## src/rtl/number_readout_scheduler_pkg.sv

```systemverilog
// Shared definitions for the number readout scheduler slice.
//   DIGIT_W       : width of one BCD digit
//   sched_state_t : scheduler FSM states
//   pow10()       : 10**n, used for the BCD saturation threshold
package sprite_pkg;

  localparam int unsigned DIGIT_W = 4;

  typedef enum logic [1:0] {
    IDLE,
    SHIFT,
    STORE
  } sched_state_t;

  function automatic longint unsigned pow10(input int unsigned n);
    longint unsigned p;
    p = 1;
    for (int unsigned i = 0; i < n; i++) p = p * 10;
    return p;
  endfunction

endpackage

```

## src/rtl/number_readout_scheduler_if.sv

```systemverilog
// Request handshake bundle between the readouts and the scheduler.
//   req_valid_in  : per-requester conversion request
//   req_bin_in    : per-requester binary value, slice [r*BIN_WIDTH +: BIN_WIDTH]
//   req_ready_out : one-hot grant from the scheduler
interface number_readout_scheduler_if #(
  parameter int unsigned NUM_REQ   = 4,
  parameter int unsigned BIN_WIDTH = 12
);
  logic [NUM_REQ-1:0]           req_valid_in;
  logic [NUM_REQ*BIN_WIDTH-1:0] req_bin_in;
  logic [NUM_REQ-1:0]           req_ready_out;

  modport master (output req_valid_in, output req_bin_in, input req_ready_out);
  modport slave  (input req_valid_in, input req_bin_in, output req_ready_out);
endinterface

```

## src/rtl/number_readout_scheduler_bcd_serial_converter.sv

```systemverilog
// Serial double-dabble binary-to-BCD converter, one bit per cycle.
//   clk_i, rst_ni : clock, asynchronous active-low reset
//   start_i       : load bin_i and begin BIN_WIDTH shift steps
//   bin_i         : binary value to convert
//   done_o        : high during the cycle whose edge applies the last step
//   bcd_o         : DIGITS BCD nibbles, valid after the last step
module bcd_serial_converter
  import sprite_pkg::*;
#(
  parameter int unsigned BIN_WIDTH = 12,
  parameter int unsigned DIGITS    = 4
) (
  input  logic                        clk_i,
  input  logic                        rst_ni,
  input  logic                        start_i,
  input  logic [BIN_WIDTH-1:0]        bin_i,
  output logic                        done_o,
  output logic [DIGITS*DIGIT_W-1:0]   bcd_o
);
  localparam int unsigned BCD_W = DIGITS * DIGIT_W;
  localparam int unsigned CNT_W = $clog2(BIN_WIDTH + 1);

  logic [BIN_WIDTH-1:0] bin_q, bin_d;
  logic [BCD_W-1:0]     bcd_q, bcd_d, adj;
  logic [CNT_W-1:0]     cnt_q, cnt_d;
  logic                 active_q, active_d;

  always_comb begin
    adj      = bcd_q;
    bin_d    = bin_q;
    bcd_d    = bcd_q;
    cnt_d    = cnt_q;
    active_d = active_q;
    done_o   = active_q && (cnt_q == CNT_W'(BIN_WIDTH - 1));
    for (int unsigned k = 0; k < DIGITS; k++) begin
      if (bcd_q[k*DIGIT_W +: DIGIT_W] >= DIGIT_W'(5))
        adj[k*DIGIT_W +: DIGIT_W] = bcd_q[k*DIGIT_W +: DIGIT_W] + DIGIT_W'(3);
    end
    if (start_i) begin
      bin_d    = bin_i;
      bcd_d    = '0;
      cnt_d    = '0;
      active_d = 1'b1;
    end else if (active_q) begin
      // Digits above DIGITS are dropped; the lower digits stay exact and the
      // scheduler saturates anything that would have needed them.
      bcd_d = BCD_W'({adj, bin_q[BIN_WIDTH-1]});
      bin_d = bin_q << 1;
      cnt_d = cnt_q + CNT_W'(1);
      if (done_o) active_d = 1'b0;
    end
  end

  always_ff @(posedge clk_i or negedge rst_ni) begin
    if (!rst_ni) begin
      bin_q    <= '0;
      bcd_q    <= '0;
      cnt_q    <= '0;
      active_q <= 1'b0;
    end else begin
      bin_q    <= bin_d;
      bcd_q    <= bcd_d;
      cnt_q    <= cnt_d;
      active_q <= active_d;
    end
  end

  assign bcd_o = bcd_q;

endmodule

```

## src/rtl/number_readout_scheduler.sv

```systemverilog
// Shares one serial BCD converter among NUM_REQ numeric readouts.
// Round-robin arbitration, pending result bank, frame-synchronous display bank.
//   pixel_clk_in, rst_in : clock, asynchronous active-low reset
//   req_if               : request handshake (valid/bin in, one-hot ready out)
//   new_frame_in         : frame-start pulse; display bank loads pending bank
//   digits_out           : frame-stable BCD, requester r digit d at [(r*DIGITS+d)*4 +: 4]
//   blank_out            : leading-zero blank mask, same indexing
//   sat_out              : frame-stable saturation flag per requester
//   busy_out             : conversion in flight
// DIGITS must be at least 2.
module number_readout_scheduler
  import sprite_pkg::*;
#(
  parameter int unsigned NUM_REQ   = 4,
  parameter int unsigned BIN_WIDTH = 12,
  parameter int unsigned DIGITS    = 4
) (
  input  logic                              pixel_clk_in,
  input  logic                              rst_in,
  number_readout_scheduler_if.slave         req_if,
  input  logic                              new_frame_in,
  output logic [NUM_REQ*DIGITS*DIGIT_W-1:0] digits_out,
  output logic [NUM_REQ*DIGITS-1:0]         blank_out,
  output logic [NUM_REQ-1:0]                sat_out,
  output logic                              busy_out
);
  localparam int unsigned     IDX_W     = (NUM_REQ > 1) ? $clog2(NUM_REQ) : 1;
  localparam int unsigned     SLOT_W    = DIGITS * DIGIT_W;
  localparam longint unsigned SAT_LIMIT = pow10(DIGITS);
  localparam logic [NUM_REQ*DIGITS-1:0] BLANK_RST = {NUM_REQ{{(DIGITS-1){1'b1}}, 1'b0}};

  sched_state_t                  state_q, state_d;
  logic [IDX_W-1:0]              ptr_q, ptr_d, idx_q, idx_d;
  logic [BIN_WIDTH-1:0]          cap_q, cap_d;
  logic [NUM_REQ*SLOT_W-1:0]     pend_dig_q, pend_dig_d, disp_dig_q;
  logic [NUM_REQ-1:0]            pend_sat_q, pend_sat_d, disp_sat_q;
  logic [NUM_REQ*DIGITS-1:0]     blank_d, disp_blank_q;

  logic                 grant_found;
  logic [IDX_W-1:0]     grant_idx, cand;
  logic [BIN_WIDTH-1:0] grant_bin;
  logic [NUM_REQ-1:0]   ready;
  logic                 conv_start, conv_done, sat_hit, zero_run;
  logic [SLOT_W-1:0]    conv_bcd;

  // First valid requester at or after the pointer, wrapping.
  always_comb begin
    grant_found = 1'b0;
    grant_idx   = '0;
    cand        = '0;
    for (int unsigned i = 0; i < NUM_REQ; i++) begin
      cand = IDX_W'((32'(ptr_q) + i) % NUM_REQ);
      if (!grant_found && req_if.req_valid_in[cand]) begin
        grant_found = 1'b1;
        grant_idx   = cand;
      end
    end
    grant_bin = req_if.req_bin_in[grant_idx*BIN_WIDTH +: BIN_WIDTH];
  end

  assign sat_hit = 64'(cap_q) >= SAT_LIMIT;

  always_comb begin
    state_d    = state_q;
    ptr_d      = ptr_q;
    idx_d      = idx_q;
    cap_d      = cap_q;
    pend_dig_d = pend_dig_q;
    pend_sat_d = pend_sat_q;
    ready      = '0;
    conv_start = 1'b0;
    unique case (state_q)
      IDLE: begin
        if (grant_found) begin
          ready[grant_idx] = 1'b1;
          conv_start       = 1'b1;
          cap_d            = grant_bin;
          idx_d            = grant_idx;
          ptr_d            = (grant_idx == IDX_W'(NUM_REQ - 1)) ? '0 : grant_idx + IDX_W'(1);
          state_d          = SHIFT;
        end
      end
      SHIFT: if (conv_done) state_d = STORE;
      STORE: begin
        pend_dig_d[idx_q*SLOT_W +: SLOT_W] = sat_hit ? {DIGITS{4'd9}} : conv_bcd;
        pend_sat_d[idx_q]                  = sat_hit;
        state_d                            = IDLE;
      end
      default: state_d = IDLE;
    endcase
  end

  // Blank mask follows the post-store pending value so a publish in the
  // STORE cycle gets digits and blanks that agree.
  always_comb begin
    blank_d  = '0;
    zero_run = 1'b1;
    for (int unsigned r = 0; r < NUM_REQ; r++) begin
      zero_run = 1'b1;
      for (int unsigned k = 0; k < DIGITS - 1; k++) begin
        zero_run = zero_run & (pend_dig_d[(r*DIGITS + DIGITS-1-k)*DIGIT_W +: DIGIT_W] == '0);
        blank_d[r*DIGITS + DIGITS-1-k] = zero_run;
      end
    end
  end

  bcd_serial_converter #(
    .BIN_WIDTH(BIN_WIDTH),
    .DIGITS   (DIGITS)
  ) u_conv (
    .clk_i  (pixel_clk_in),
    .rst_ni (rst_in),
    .start_i(conv_start),
    .bin_i  (grant_bin),
    .done_o (conv_done),
    .bcd_o  (conv_bcd)
  );

  always_ff @(posedge pixel_clk_in or negedge rst_in) begin
    if (!rst_in) begin
      state_q      <= IDLE;
      ptr_q        <= '0;
      idx_q        <= '0;
      cap_q        <= '0;
      pend_dig_q   <= '0;
      pend_sat_q   <= '0;
      disp_dig_q   <= '0;
      disp_sat_q   <= '0;
      disp_blank_q <= BLANK_RST;
    end else begin
      state_q    <= state_d;
      ptr_q      <= ptr_d;
      idx_q      <= idx_d;
      cap_q      <= cap_d;
      pend_dig_q <= pend_dig_d;
      pend_sat_q <= pend_sat_d;
      if (new_frame_in) begin
        disp_dig_q   <= pend_dig_d;
        disp_sat_q   <= pend_sat_d;
        disp_blank_q <= blank_d;
      end
    end
  end

  assign req_if.req_ready_out = ready;
  assign busy_out             = (state_q != IDLE);
  assign digits_out           = disp_dig_q;
  assign blank_out            = disp_blank_q;
  assign sat_out              = disp_sat_q;

endmodule
```

## src/flat_wrapper.sv

```systemverilog
// flat-port wrapper written by rule: the top's interface ports become plain ports
module number_readout_scheduler_flat import sprite_pkg::*;
#(
  parameter int unsigned NUM_REQ   = 4,
  parameter int unsigned BIN_WIDTH = 12,
  parameter int unsigned DIGITS    = 4
)
  (pixel_clk_in, rst_in, new_frame_in, digits_out, blank_out, sat_out, busy_out, req_if_req_valid_in, req_if_req_bin_in, req_if_req_ready_out);
  number_readout_scheduler_if #(.NUM_REQ(NUM_REQ), .BIN_WIDTH(BIN_WIDTH)) req_if_i ();
  input  logic pixel_clk_in;
  input  logic rst_in;
  input  logic new_frame_in;
  output logic [NUM_REQ*DIGITS*DIGIT_W-1:0] digits_out;
  output logic [NUM_REQ*DIGITS-1:0] blank_out;
  output logic [NUM_REQ-1:0] sat_out;
  output logic busy_out;
  input wire logic [$bits(req_if_i.req_valid_in)-1:0] req_if_req_valid_in;
  input wire logic [$bits(req_if_i.req_bin_in)-1:0] req_if_req_bin_in;
  output wire logic [$bits(req_if_i.req_ready_out)-1:0] req_if_req_ready_out;
  assign req_if_i.req_valid_in = req_if_req_valid_in;
  assign req_if_i.req_bin_in = req_if_req_bin_in;
  assign req_if_req_ready_out = req_if_i.req_ready_out;
  number_readout_scheduler #(.NUM_REQ(NUM_REQ), .BIN_WIDTH(BIN_WIDTH), .DIGITS(DIGITS)) u_core (.pixel_clk_in(pixel_clk_in), .rst_in(rst_in), .req_if(req_if_i), .new_frame_in(new_frame_in), .digits_out(digits_out), .blank_out(blank_out), .sat_out(sat_out), .busy_out(busy_out));
endmodule
```

## config.mk

```make
export PLATFORM = sky130hd
export DESIGN_NAME = number_readout_scheduler_flat
export DESIGN_NICKNAME = d
export VERILOG_FILES = /design/src/rtl/number_readout_scheduler_pkg.sv /design/src/rtl/number_readout_scheduler_if.sv /design/src/rtl/number_readout_scheduler_bcd_serial_converter.sv /design/src/rtl/number_readout_scheduler.sv /design/src/flat_wrapper.sv
export SDC_FILE = /design/constraint.sdc
export NUM_CORES = 1
export LEC_CHECK = 0
export CORE_MARGIN = 5
export CORE_UTILIZATION = 28
export DETAILED_ROUTE_END_ITERATION = 7
export DONT_BUFFER_PORTS = 1
export SYNTH_ARGS = -nofsm -noshare
export SYNTH_HDL_FRONTEND = slang
export SYNTH_HIERARCHICAL = 1
export SYNTH_SLANG_ARGS = --single-unit
```

## constraint.sdc

```tcl
create_clock -name pixel_clk_in -period 2.25 [get_ports pixel_clk_in]
set_input_delay 0.225 -clock pixel_clk_in [delete_from_list [all_inputs] [get_ports pixel_clk_in]]
set_output_delay 0.225 -clock pixel_clk_in [all_outputs]
set_load 0.05 [all_outputs]
```

==> reports/qor.csv, run 1 <==
stage,metric,value,unit
run_status,outcome,finished with violations,
run_status,violations,negative hold slack,
critical_path,crit_buf_inv,2,
timing,hold_ws,-513.0,ps
floorplan,start_util,28.50,%
cts,htree_levels,4,
detailed_routing,vias,5619,
global_route,grt_overflow,0,
timing,fin_skew,12.58,ps
detailed_routing,routed_wl,21270,um
cts,clock_path_buffers,2,
detailed_routing,final_antenna_net_count,0,
logic_synthesis,synth_cells,725,
logic_synthesis,async_flop_share,100.0,%
power,power_density,1070,nW/um^2
place,place_ws,159.0,ps
detailed_routing,wl_per_cell,18.56,um
floorplan,die_w,183.9,um
detailed_routing,drc,0,
global_route,track_usage,12.74,%
logic_synthesis,netlist.area_leader.share,51.70,%
logic_synthesis,yosysTopAreaCell,dfrtp_1,
worst_hold_path,min_path_type,input pin to asynchronous set/reset pin,
finish,nets,820,
global_route,grt_pass1_vias,5764,
cts,cts_tree,yes,
logic_synthesis,ys_ff_latch,187,
timing,finalHoldViolCount,187,
critical_path,path_class,flop to primary output,
floorplan,ios,144,
cts,insertion_delay,430,ps
finish,syn_to_final_growth,15.33,%
detailed_routing,via_per_inst,4.903,
floorplan,core_area,29720,um^2
job,cap_violations,0,
logic_synthesis,synth-main-ff-cell,dfrtp_1,
timing,finalCritPeriodShare,96.47,%
global_route,antenna_found_initial,0,
critical_path,cp-end-kind,primary output,
finish,fillerInstances,2966,
critical_path,cp-start-kind,flop,
timing,finalCriticalPeriod,2171,ps
critical_path,reg2reg_depth,8,
cts,numCtsBuffers,17,
critical_path,cp.depth,7,
global_route,grt_pass1_wl,33780,um
logic_synthesis,ys_top_cells_by_count,"175 x dfrtp_1, 59 x nor2_1, 50 x mux2i_1",
logic_synthesis,synth_seq_area_share,55.42,%
timing,worst_slack,79.34,ps
logic_synthesis,yosysMostFrequentCell,dfrtp_1,
finish,antenna_cells,0,
cts,cts-root-buf,clkbuf_16,
critical_path,required,2030,ps
logic_synthesis,synth_edf_count,0,
timing,max_slew_margin,60.76,%
power,p_leak,0.004760,uW
critical_path,cpPeakStageDelay,440,ps
critical_path,cp_max_fo,5,
critical_path,cp_top_family,compound AO/OA/AOI/OAI gates,
floorplan,die_y,183.9,um
floorplan,rows,63,
place,gp_congestion,0.8043,
floorplan,die_area,33830,um^2
finish,utilization,32.87,%
timing,drv_slew,0,
place,dpl.hpwl,14880,um
critical_path,crit_chain,a21o_1 -> a21oi_2 -> o22a_2 -> inv_1 -> ha_1 -> and3_1 -> buf_6,
logic_synthesis,ys_warn_count,6,
timing,timing.fmax,460.7,MHz
place,io_buffer_count,0,
finish,drive_gt1_share,20.77,%
critical_path,slowest_stage,dfrtp_2,
logic_synthesis,yosys-top-cells-area,"dfrtp_1 52%, mux2i_1 5.9%, mux2_2 5.7%",
logic_synthesis,syn_avg_cell_area,11.68,um^2
power,ir_drop,0.6306,mV
timing,finalSetupViolations,0,
cts,clock_sinks,187,
global_route,grt_max_degree,188,
timing,worst-slew-pin-transition,588.6,ps
cts,clk_pin_slew,70,ps
detailed_routing,dr.pass1.iters,5,
logic_synthesis,syn_area,8471,um^2
logic_synthesis,ys_types,74,
cts,hold_buffers,1,
detailed_routing,drt-initial-drc-count,458,
critical_path,cp.arrival,1950,ps
[final cells by class]
| type | instances | area, um^2 | area share [%] |
|---|---|---|---|
| flip-flops and latches | 187 | 4697 | 48.08 |
| well taps | 390 | 488.0 | 4.995 |
| multi-input cells | 449 | 3376 | 34.55 |
| clock buffers | 18 | 429.2 | 4.393 |
| inverters | 47 | 176.4 | 1.806 |
| repair buffers | 42 | 417.9 | 4.278 |
| clock inverters | 13 | 185.2 | 1.895 |
[power by group]
group / leakage (uW) / switching, uW / internal (uW)
sequential: 0.00248 / 833 / 3760
combinational: 0.00199 / 1450 / 1260
clock: 0.000298 / 1370 / 1780
total: 0.00476 / 3660 / 6790
[sequential cells by signal (all words and copies together), names as in the netlist]
signal	count
u_core/digits_out	64
u_core/sat_out	4
u_core/u_conv/cnt_q	4
u_core/pend_sat_q	4
u_core/pend_dig_q	64
u_core/u_conv/bin_q	12
u_core/state_q	2
u_core/idx_q	2
u_core/ptr_q	2
u_core/blank_out	12
u_core/u_conv/active_q	1
u_core/u_conv/bcd_o	16
[layout by cell type (no fill, tap or decap), types with 10 or more instances in the layout]
| cell type | count |
|---|---|
| nand2_1 | 30 |
| dfstp_2 | 12 |
| a22oi_1 | 21 |
| o21ai_0 | 20 |
| ha_1 | 21 |
| nor2_1 | 59 |
| clkbuf_16 | 17 |
| o21ai_1 | 13 |
| mux2i_1 | 50 |
| a22o_1 | 40 |
| inv_1 | 44 |
| buf_4 | 33 |
| mux2_2 | 43 |
| dfrtp_1 | 173 |
| a21oi_1 | 31 |
| nand4_1 | 10 |
[cells by family after synthesis]
group                    Yosys count  share of synthesized area (%)
other                              1                        0.04427
XOR/XNOR                           5                         0.5170
buffers and inverters             92                          5.096
adder cells (fa/ha/maj)           21                          3.102
flip-flops                       187                          55.42
AND/OR/NAND/NOR                  156                          9.793
multiplexers                      94                          11.76
AO/OA/AOI/OAI                    169                          14.27
[final timing paths]
path                                      endpoint  slack, ps            startpoint
max                        req_if_req_ready_out[0]         80       u_core/ptr_q[1]
min                         u_core/u_conv/bin_q[1]       -510                rst_in
max in group asynchronous     u_core/blank_out[15]       2390                rst_in
min reg2reg                   u_core/pend_dig_q[0]        510  u_core/pend_dig_q[0]
max reg2reg                   u_core/blank_out[14]        180       u_core/idx_q[0]
min in group pixel_clk_in      u_core/blank_out[1]         50          new_frame_in
[metal layers]
layer	GRT usage, %	vias up	wire (um)
met4	2.455	0	112
met5	0	-	0
met1	16.18	2804	8793
met3	5.224	10	1948
met2	20.69	176	10420
li1	-	2629	-
[worst register-to-register path, cell delays in order (launching register included)]
cell     delay, ps
dfrtp_1        350
inv_1           70
ha_1           350
or3b_1         470
nor2_1         130
buf_4          210
a22oi_1        110
nand4_1        200
o21ai_0        110
[timing repair]
item,4_1_cts,5_1_grt
hold endpoints to repair,261,187
cloned,0,0
endpoints found under the setup margin,4,5
pin swaps,1,4
setup buffers,5,4
gates resized for setup,1,9
[stage by stage]
stage | cells | cell area [um^2] | total power (uW) | TNS [ps] | hold WS [ps]
2_1_floorplan | 728 | 8484 | 6448 | 0 | -70.59
3_3_place_gp | 1105 | 9032 | 7178 | 0 | -59.16
3_5_place_dp | 1105 | 9032 | 7236 | 0 | -59.42
4_1_cts | 1142 | 9713 | 10490 | 0 | -533.4
5_1_grt | 1146 | 9769 | 11080 | -25.01 | -543.2
6_report | 1146 | 9769 | 10450 | 0 | -513.0
(Power assumes the default switching activity.)
==> inputs of run 2 (changes only) <==
--- a/config.mk
+++ b/config.mk
@@ -11,5 +11,4 @@
 export DONT_BUFFER_PORTS = 1
 export SYNTH_ARGS = -nofsm -noshare
 export SYNTH_HDL_FRONTEND = slang
-export SYNTH_HIERARCHICAL = 1
 export SYNTH_SLANG_ARGS = --single-unit
==> reports/qor.csv, run 2 <==
stage,metric,value,unit,change
run_status,outcome,finished with violations,,unchanged
run_status,violations,negative hold slack,,unchanged
timing,finalCriticalPeriod,2214,ps,was 2171 ps
cts,clk_pin_slew,80,ps,was 70 ps
global_route,grt.busiest_layer,met2,,unchanged
finish,final_cells,1157,,was 1146
place,dpl.hpwl,15440,um,was 14880 um
floorplan,die_w,183.7,um,was 183.9 um
finish,final_cell_mix,"173 x dfrtp_1, 81 x mux2_2, 67 x nand2_1, 51 x o21ai_0, 45 x buf_4",,"was 173 x dfrtp_1, 59 x nor2_1, 50 x mux2i_1, 44 x inv_1, 43 x mux2_2"
timing,max_slew_margin,56.06,%,was 60.76%
global_route,grtUsageMet3,4.491,%,was 5.224%
critical_path,cp.arrival,1990,ps,was 1950 ps
power,p_leak,0.004662,uW,was 0.004760 uW
critical_path,required,2030,ps,about the same
finish,fillerInstances,2957,,was 2966
logic_synthesis,synthAdderAreaFrac,3.111,%,was 3.102%
logic_synthesis,synth-compound-area-share,12.95,%,was 14.27%
finish,syn_to_final_growth,17.24,%,was 15.33%
floorplan,die_area,33740,um^2,was 33830 um^2
timing,finalCritPeriodShare,98.42,%,was 96.47%
floorplan,rows,63,,unchanged
power,power_density,1068,nW/um^2,was 1070 nW/um^2
logic_synthesis,async_flop_share,100.0,%,unchanged
detailed_routing,routed_wl,22220,um,was 21270 um
logic_synthesis,synthSimpleGateAreaFrac,10.41,%,was 9.793%
timing,worst-slew-pin-transition,653.0,ps,was 588.6 ps
logic_synthesis,yosys-top-cells-area,"dfrtp_1 52%, mux2_2 11%, dfstp_2 3.7%",,"was dfrtp_1 52%, mux2i_1 5.9%, mux2_2 5.7%"
cts,hold_buffers,2,,was 1
critical_path,cp-end-kind,primary output,,unchanged
critical_path,crit_buf_inv,2,,unchanged
logic_synthesis,yosysMostFrequentCell,dfrtp_1,,unchanged
place,io_buffer_count,0,,unchanged
timing,finalSetupViolations,0,,unchanged
critical_path,crit_chain,mux2i_4 -> o22ai_4 -> nor2_4 -> inv_4 -> ha_2 -> and3_4 -> buf_12,,was a21o_1 -> a21oi_2 -> o22a_2 -> inv_1 -> ha_1 -> and3_1 -> buf_6
critical_path,slowest_stage,dfrtp_2,,unchanged
worst_hold_path,min_path_type,input pin to asynchronous set/reset pin,,unchanged
logic_synthesis,synth_mux_area_share,13.58,%,was 11.76%
critical_path,path_class,flop to primary output,,unchanged
timing,worst_slack,35.63,ps,was 79.34 ps
finish,nets,830,,was 820
finish,antenna_cells,0,,unchanged
timing,finalHoldViolCount,187,,unchanged
logic_synthesis,synth-main-ff-cell,dfrtp_1,,unchanged
global_route,grt_pass1_vias,5930,,was 5764
logic_synthesis,syn_avg_cell_area,11.60,um^2,was 11.68 um^2
detailed_routing,via_per_inst,4.924,,was 4.903
power,ir_drop,0.5812,mV,was 0.6306 mV
cts,htree_levels,4,,unchanged
cts,numCtsBuffers,17,,unchanged
logic_synthesis,synth_cells,728,,was 725
finish,drive_gt1_share,26.86,%,was 20.77%
logic_synthesis,syn_area,8447,um^2,was 8471 um^2
logic_synthesis,synth_seq_area_share,55.58,%,was 55.42%
critical_path,cp-start-kind,flop,,unchanged
place,place_ws,178.4,ps,was 159.0 ps
cts,insertion_delay,440,ps,was 430 ps
floorplan,core_area,29720,um^2,unchanged
power,power.total,10580,uW,was 10450 uW
logic_synthesis,synth-xor-area-share,0.7258,%,was 0.5170%
timing,hold_ws,-513.4,ps,was -513.0 ps
timing,timing.fmax,451.6,MHz,was 460.7 MHz
global_route,grt_util_met2,21.49,%,was 20.69%
global_route,grt_max_degree,188,,unchanged
logic_synthesis,synth_top_family_by_area,multiplexers,,was compound AO/OA/AOI/OAI gates
cts,clock_sinks,187,,unchanged
cts,cts-root-buf,clkbuf_16,,unchanged
finish,layout_commonest_cell,dfrtp_1,,unchanged
critical_path,cpPeakStageDelay,440,ps,about the same
logic_synthesis,yosysTopAreaCell,dfrtp_1,,unchanged
logic_synthesis,ys_ff_latch,187,,unchanged
global_route,grt_util_met1,17.39,%,was 16.18%
place,gp_congestion,0.7646,,was 0.8043
timing,drv_slew,0,,unchanged
timing,rsz0062_at_grt,yes,,
detailed_routing,final_antenna_net_count,0,,unchanged
logic_synthesis,synth_edf_count,0,,unchanged
global_route,grt_pass1_wl,35070,um,was 33780 um
logic_synthesis,ys_warn_count,0,,was 6
detailed_routing,vias,5697,,was 5619
critical_path,cp_top_family,flip-flops,,was compound AO/OA/AOI/OAI gates
timing,fin_skew,13.19,ps,was 12.58 ps
place,place_inst,1113,,was 1105
cts,cts_tree,yes,,unchanged
floorplan,start_util,28.42,%,was 28.50%
job,cap_violations,0,,unchanged
logic_synthesis,ys_types,64,,was 74
critical_path,cp_max_fo,5,,unchanged
global_route,track_usage,13.28,%,was 12.74%
global_route,antenna_found_initial,1,,was 0
logic_synthesis,ys_top_cells_by_count,"175 x dfrtp_1, 80 x mux2_2, 68 x nand2_1",,"was 175 x dfrtp_1, 59 x nor2_1, 50 x mux2i_1"
detailed_routing,drt-initial-drc-count,327,,was 458
cts,clock_path_buffers,2,,unchanged
detailed_routing,drc,0,,unchanged
finish,multi_input_area,3546,um^2,was 3376 um^2
global_route,grt_overflow,0,,unchanged
logic_synthesis,netlist.area_leader.share,51.84,%,was 51.70%
finish,seqCellArea,4697,um^2,unchanged
floorplan,die_y,183.7,um,was 183.9 um
floorplan,ios,144,,unchanged
detailed_routing,wl_per_cell,19.20,um,was 18.56 um
detailed_routing,dr.pass1.iters,5,,unchanged
-- run 2: changes by cell type after synthesis, moves of 10 or more --
cell	delta
a221o_1	+10
a22o_1	-13
a22oi_1	-19
inv_1	-26
mux2_2	+37
mux2i_1	-34
nand2_1	+38
nand3_1	+17
nor2_1	-25
o21ai_0	+32
o21ai_1	-10
-- run 2: worst register-to-register path: stages (launching register included) --
cell and delay [ps]:
dfrtp_2 440, mux2i_4 290, o22ai_4 120, nor2_4 160, inv_4 70, buf_4 130, buf_4 190, mux2_4 320
a221o_1 340
-- run 2: routing by layer --
layer | vias up | wire length [um]
li1 | 2663 | -
met1 | 2857 | 9737
met2 | 154 | 10670
met3 | 21 | 1560
met4 | 2 | 236
met5 | - | 11
-- run 2: final cells by class --
type | count | area share, %
sequential | 187 | 47.43
multi-input combinational | 475 | 35.81
tap | 390 | 4.927
timing repair buffer | 52 | 4.713
clock buffer | 19 | 4.473
clock inverter | 13 | 1.807
inverter | 21 | 0.8465
-- run 2: report_power, final --
part	leakage, uW	total [uW]	switching, uW	internal [uW]
sequential	0.00251	4290	539	3760
combinational	0.00186	3110	1690	1410
clock	0.000298	3180	1450	1730
total	0.00466	10600	3690	6900
-- run 2: path summary, 6_finish.rpt --
kind | from | to | slack, ps | depth (start not counted)
max in group asynchronous | rst_in | u_core.blank_out[10] | 2420 | 0
hold reg to reg | u_core.pend_dig_q[32] | u_core.pend_dig_q[32] | 460 | 2
min in group pixel_clk_in | req_if_req_bin_in[12] | u_core.u_conv.bin_q[0] | 60 | 2
setup reg to reg | u_core.ptr_q[1] | u_core.u_conv.bin_q[8] | 90 | 8
hold / removal | rst_in | u_core.digits_out[2] | -510 | 0
setup / recovery | u_core.ptr_q[1] | req_if_req_ready_out[2] | 40 | 7
-- run 2: logic make-up (layout without fill, tap and decap cells) --
family,count (synthesis),in the layout
DFF,187,187
and+or+nand+nor,180,180
other,1,4
adders and majority gates,21,21
xor gates and xnor gates,7,7
buffers and inverters,69,105
AOI/OAI and AO/OA,161,161
muxes,102,102
-- run 2: per-stage QoR --
stage	cell area (um^2)	hold WS, ps	util [%]	TNS [ps]
4_1_cts	9829	-532.8	33.08	-8.290
3_5_place_dp	9074	-58.80	30.53	0
5_1_grt	9903	-541.0	33.32	-59.86
3_3_place_gp	9074	-58.68	30.53	0
2_1_floorplan	8458	-70.59	-	0
6_report	9903	-513.4	33.32	0
-- run 2: timing repair --
action | 4_1_cts | 5_1_grt
resized for setup | 12 | 14
hold endpoints to repair | 263 | 187
endpoints found under the setup margin | 4 | 5
setup buffers | 8 | 2
pin swaps | 4 | 6
==> inputs of run 3 (changes only) <==
--- a/config.mk
+++ b/config.mk
@@ -5,10 +5,11 @@
 export SDC_FILE = /design/constraint.sdc
 export NUM_CORES = 1
 export LEC_CHECK = 0
-export CORE_MARGIN = 5
+export CORE_MARGIN = 4
 export CORE_UTILIZATION = 28
 export DETAILED_ROUTE_END_ITERATION = 7
 export DONT_BUFFER_PORTS = 1
+export PLACE_DENSITY_LB_ADDON = 0.08
 export SYNTH_ARGS = -nofsm -noshare
 export SYNTH_HDL_FRONTEND = slang
 export SYNTH_SLANG_ARGS = --single-unit
==> reports/qor.csv, run 3 (same netlist as run 2, synthesis figures left out) <==
stage,metric,value,unit,change
critical_path,cp-start-kind,flop,,unchanged
timing,finalCritPeriodShare,97.63,%,was 98.42%
timing,hold_ws,-518.6,ps,was -513.4 ps
job,cap_violations,0,,unchanged
critical_path,worstSetupStartpoint,u_core.ptr_q[1],,unchanged
worst_hold_path,min_path_type,input pin to asynchronous set/reset pin,,unchanged
finish,layout_commonest_cell,dfrtp_1,,unchanged
power,ir_drop,0.5329,mV,was 0.5812 mV
timing,max_slew_margin,57.85,%,was 56.06%
cts,insertion_delay,430,ps,was 440 ps
timing,finalCriticalPeriod,2197,ps,was 2214 ps
cts,hold_buffers,2,,unchanged
critical_path,slowest_stage,dfrtp_2,,unchanged
place,place_ws,67.85,ps,was 178.4 ps
global_route,track_usage,14.32,%,was 13.28%
floorplan,die_area,33010,um^2,was 33740 um^2
finish,fillerInstances,2962,,was 2957
finish,antenna_cells,0,,unchanged
detailed_routing,final_antenna_net_count,0,,unchanged
finish,syn_to_final_growth,16.50,%,was 17.24%
detailed_routing,drt-initial-drc-count,304,,was 327
detailed_routing,wl_per_cell,20.68,um,was 19.20 um
critical_path,crit_chain,nand2b_1 -> a21oi_2 -> nor2_4 -> buf_4 -> ha_4 -> and3_4 -> buf_8,,was mux2i_4 -> o22ai_4 -> nor2_4 -> inv_4 -> ha_2 -> and3_4 -> buf_12
critical_path,cpPeakStageDelay,450,ps,was 440 ps
detailed_routing,dr.pass1.iters,6,,was 5
place,io_buffer_count,0,,unchanged
global_route,grt_pass1_vias,6023,,was 5930
global_route,antenna_found_initial,0,,was 1
timing,finalSetupViolations,0,,unchanged
run_status,violations,negative hold slack,,unchanged
floorplan,rows,63,,unchanged
critical_path,r2r-start,u_core.ptr_q[1],,unchanged
timing,tns,0,ps,unchanged
timing,worst_slack,53.27,ps,was 35.63 ps
power,power_density,1085,nW/um^2,was 1068 nW/um^2
finish,nets,823,,was 830
detailed_routing,vias,5697,,unchanged
floorplan,die_y,181.7,um,was 183.7 um
floorplan,core_area,29720,um^2,unchanged
timing,fin_skew,13.72,ps,was 13.19 ps
timing,worst-slew-pin-transition,626.5,ps,was 653.0 ps
finish,final_cell_mix,"174 x dfrtp_1, 80 x mux2_2, 67 x nand2_1, 46 x o21ai_0, 39 x buf_4",,"was 173 x dfrtp_1, 81 x mux2_2, 67 x nand2_1, 51 x o21ai_0, 45 x buf_4"
critical_path,cp_max_fo,4,,was 5
floorplan,start_util,28.42,%,unchanged
critical_path,cp_top_family,flip-flops,,unchanged
detailed_routing,routed_wl,23780,um,was 22220 um
place,placed_area,9037,um^2,was 9074 um^2
timing,timing.fmax,455.2,MHz,was 451.6 MHz
finish,drive_gt1_share,26.32,%,was 26.86%
finish,utilization,33.11,%,was 33.32%
run_status,outcome,finished with violations,,unchanged
critical_path,cp.arrival,1970,ps,was 1990 ps
place,dpl.hpwl,16130,um,was 15440 um
power,p_leak,0.004636,uW,was 0.004662 uW
global_route,grt_pass1_wl,36980,um,was 35070 um
timing,drv_slew,0,,unchanged
cts,clk_pin_slew,80,ps,about the same
cts,cts-root-buf,clkbuf_16,,unchanged
finish,final_area,9841,um^2,was 9903 um^2
timing,finalHoldViolCount,187,,unchanged
detailed_routing,drc,0,,unchanged
critical_path,crit_buf_inv,2,,unchanged
floorplan,ios,144,,unchanged
place,gp_congestion,0.7881,,was 0.7646
cts,clock_path_buffers,2,,unchanged
cts,cts_tree,yes,,unchanged
cts,clock_sinks,187,,unchanged
critical_path,cp-end-kind,primary output,,unchanged
critical_path,required,2030,ps,about the same
cts,numCtsBuffers,17,,unchanged
critical_path,path_class,flop to primary output,,unchanged
floorplan,die_w,181.7,um,was 183.7 um
detailed_routing,via_per_inst,4.954,,was 4.924
global_route,grt_overflow,0,,unchanged
cts,htree_levels,4,,unchanged
global_route,grt_max_degree,188,,unchanged
## run 3: worst paths after layout
kind                                            to  slack (ps)  cells after the start
max                        req_if_req_ready_out[1]          50                      7
min                          u_core.digits_out[57]        -520                      0
min reg2reg                  u_core.pend_dig_q[34]         470                      2
max in group asynchronous      u_core.blank_out[9]        2480                      0
min in group pixel_clk_in   u_core.u_conv.bin_q[0]          50                      2
max reg2reg                u_core.u_conv.bin_q[11]         140                      7
## run 3: metal layers
layer,vias up,track usage [%],wire [um]
li1,2649,-,-
met1,2893,18.93,10740
met2,129,23.26,11360
met3,26,3.466,1238
met4,0,4.473,439
met5,-,0,0
## run 3: layout make-up
type | instances | area, um^2 | share of cell area (%)
Clock buffer | 17 | 425.4 | 4.323
Clock inverter | 15 | 202.7 | 2.060
Timing Repair Buffer | 45 | 405.4 | 4.120
Multi-Input combinational cell | 475 | 3540 | 35.97
Sequential cell | 187 | 4696 | 47.72
Tap cell | 390 | 488.0 | 4.959
Inverter | 21 | 83.83 | 0.8519
## run 3: what timing repair did
| action | in CTS | in global routing |
|---|---|---|
| resized for setup | 10 | 19 |
| pin swaps | 3 | 4 |
| setup buffers | 5 | 2 |
| endpoints found under the setup margin | 4 | 23 |
| hold endpoints to repair | 263 | 187 |
## run 3: power breakdown
part	internal [uW]	switching, uW	total (uW)	leakage [uW]
clock network	1710	1500	3210	0.000308
logic	1360	1720	3080	0.00182
registers	3750	633	4380	0.00251
## run 3: stage by stage
stage | power [uW] | cells | hold slack (ps)
floorplan | 6311 | 731 | -70.59
CTS | 10780 | 1148 | -544.7
global route | 11310 | 1150 | -554.6
finish | 10680 | 1150 | -518.6
global placement | 7319 | 1109 | -61.02
detailed placement | 7378 | 1109 | -65.34
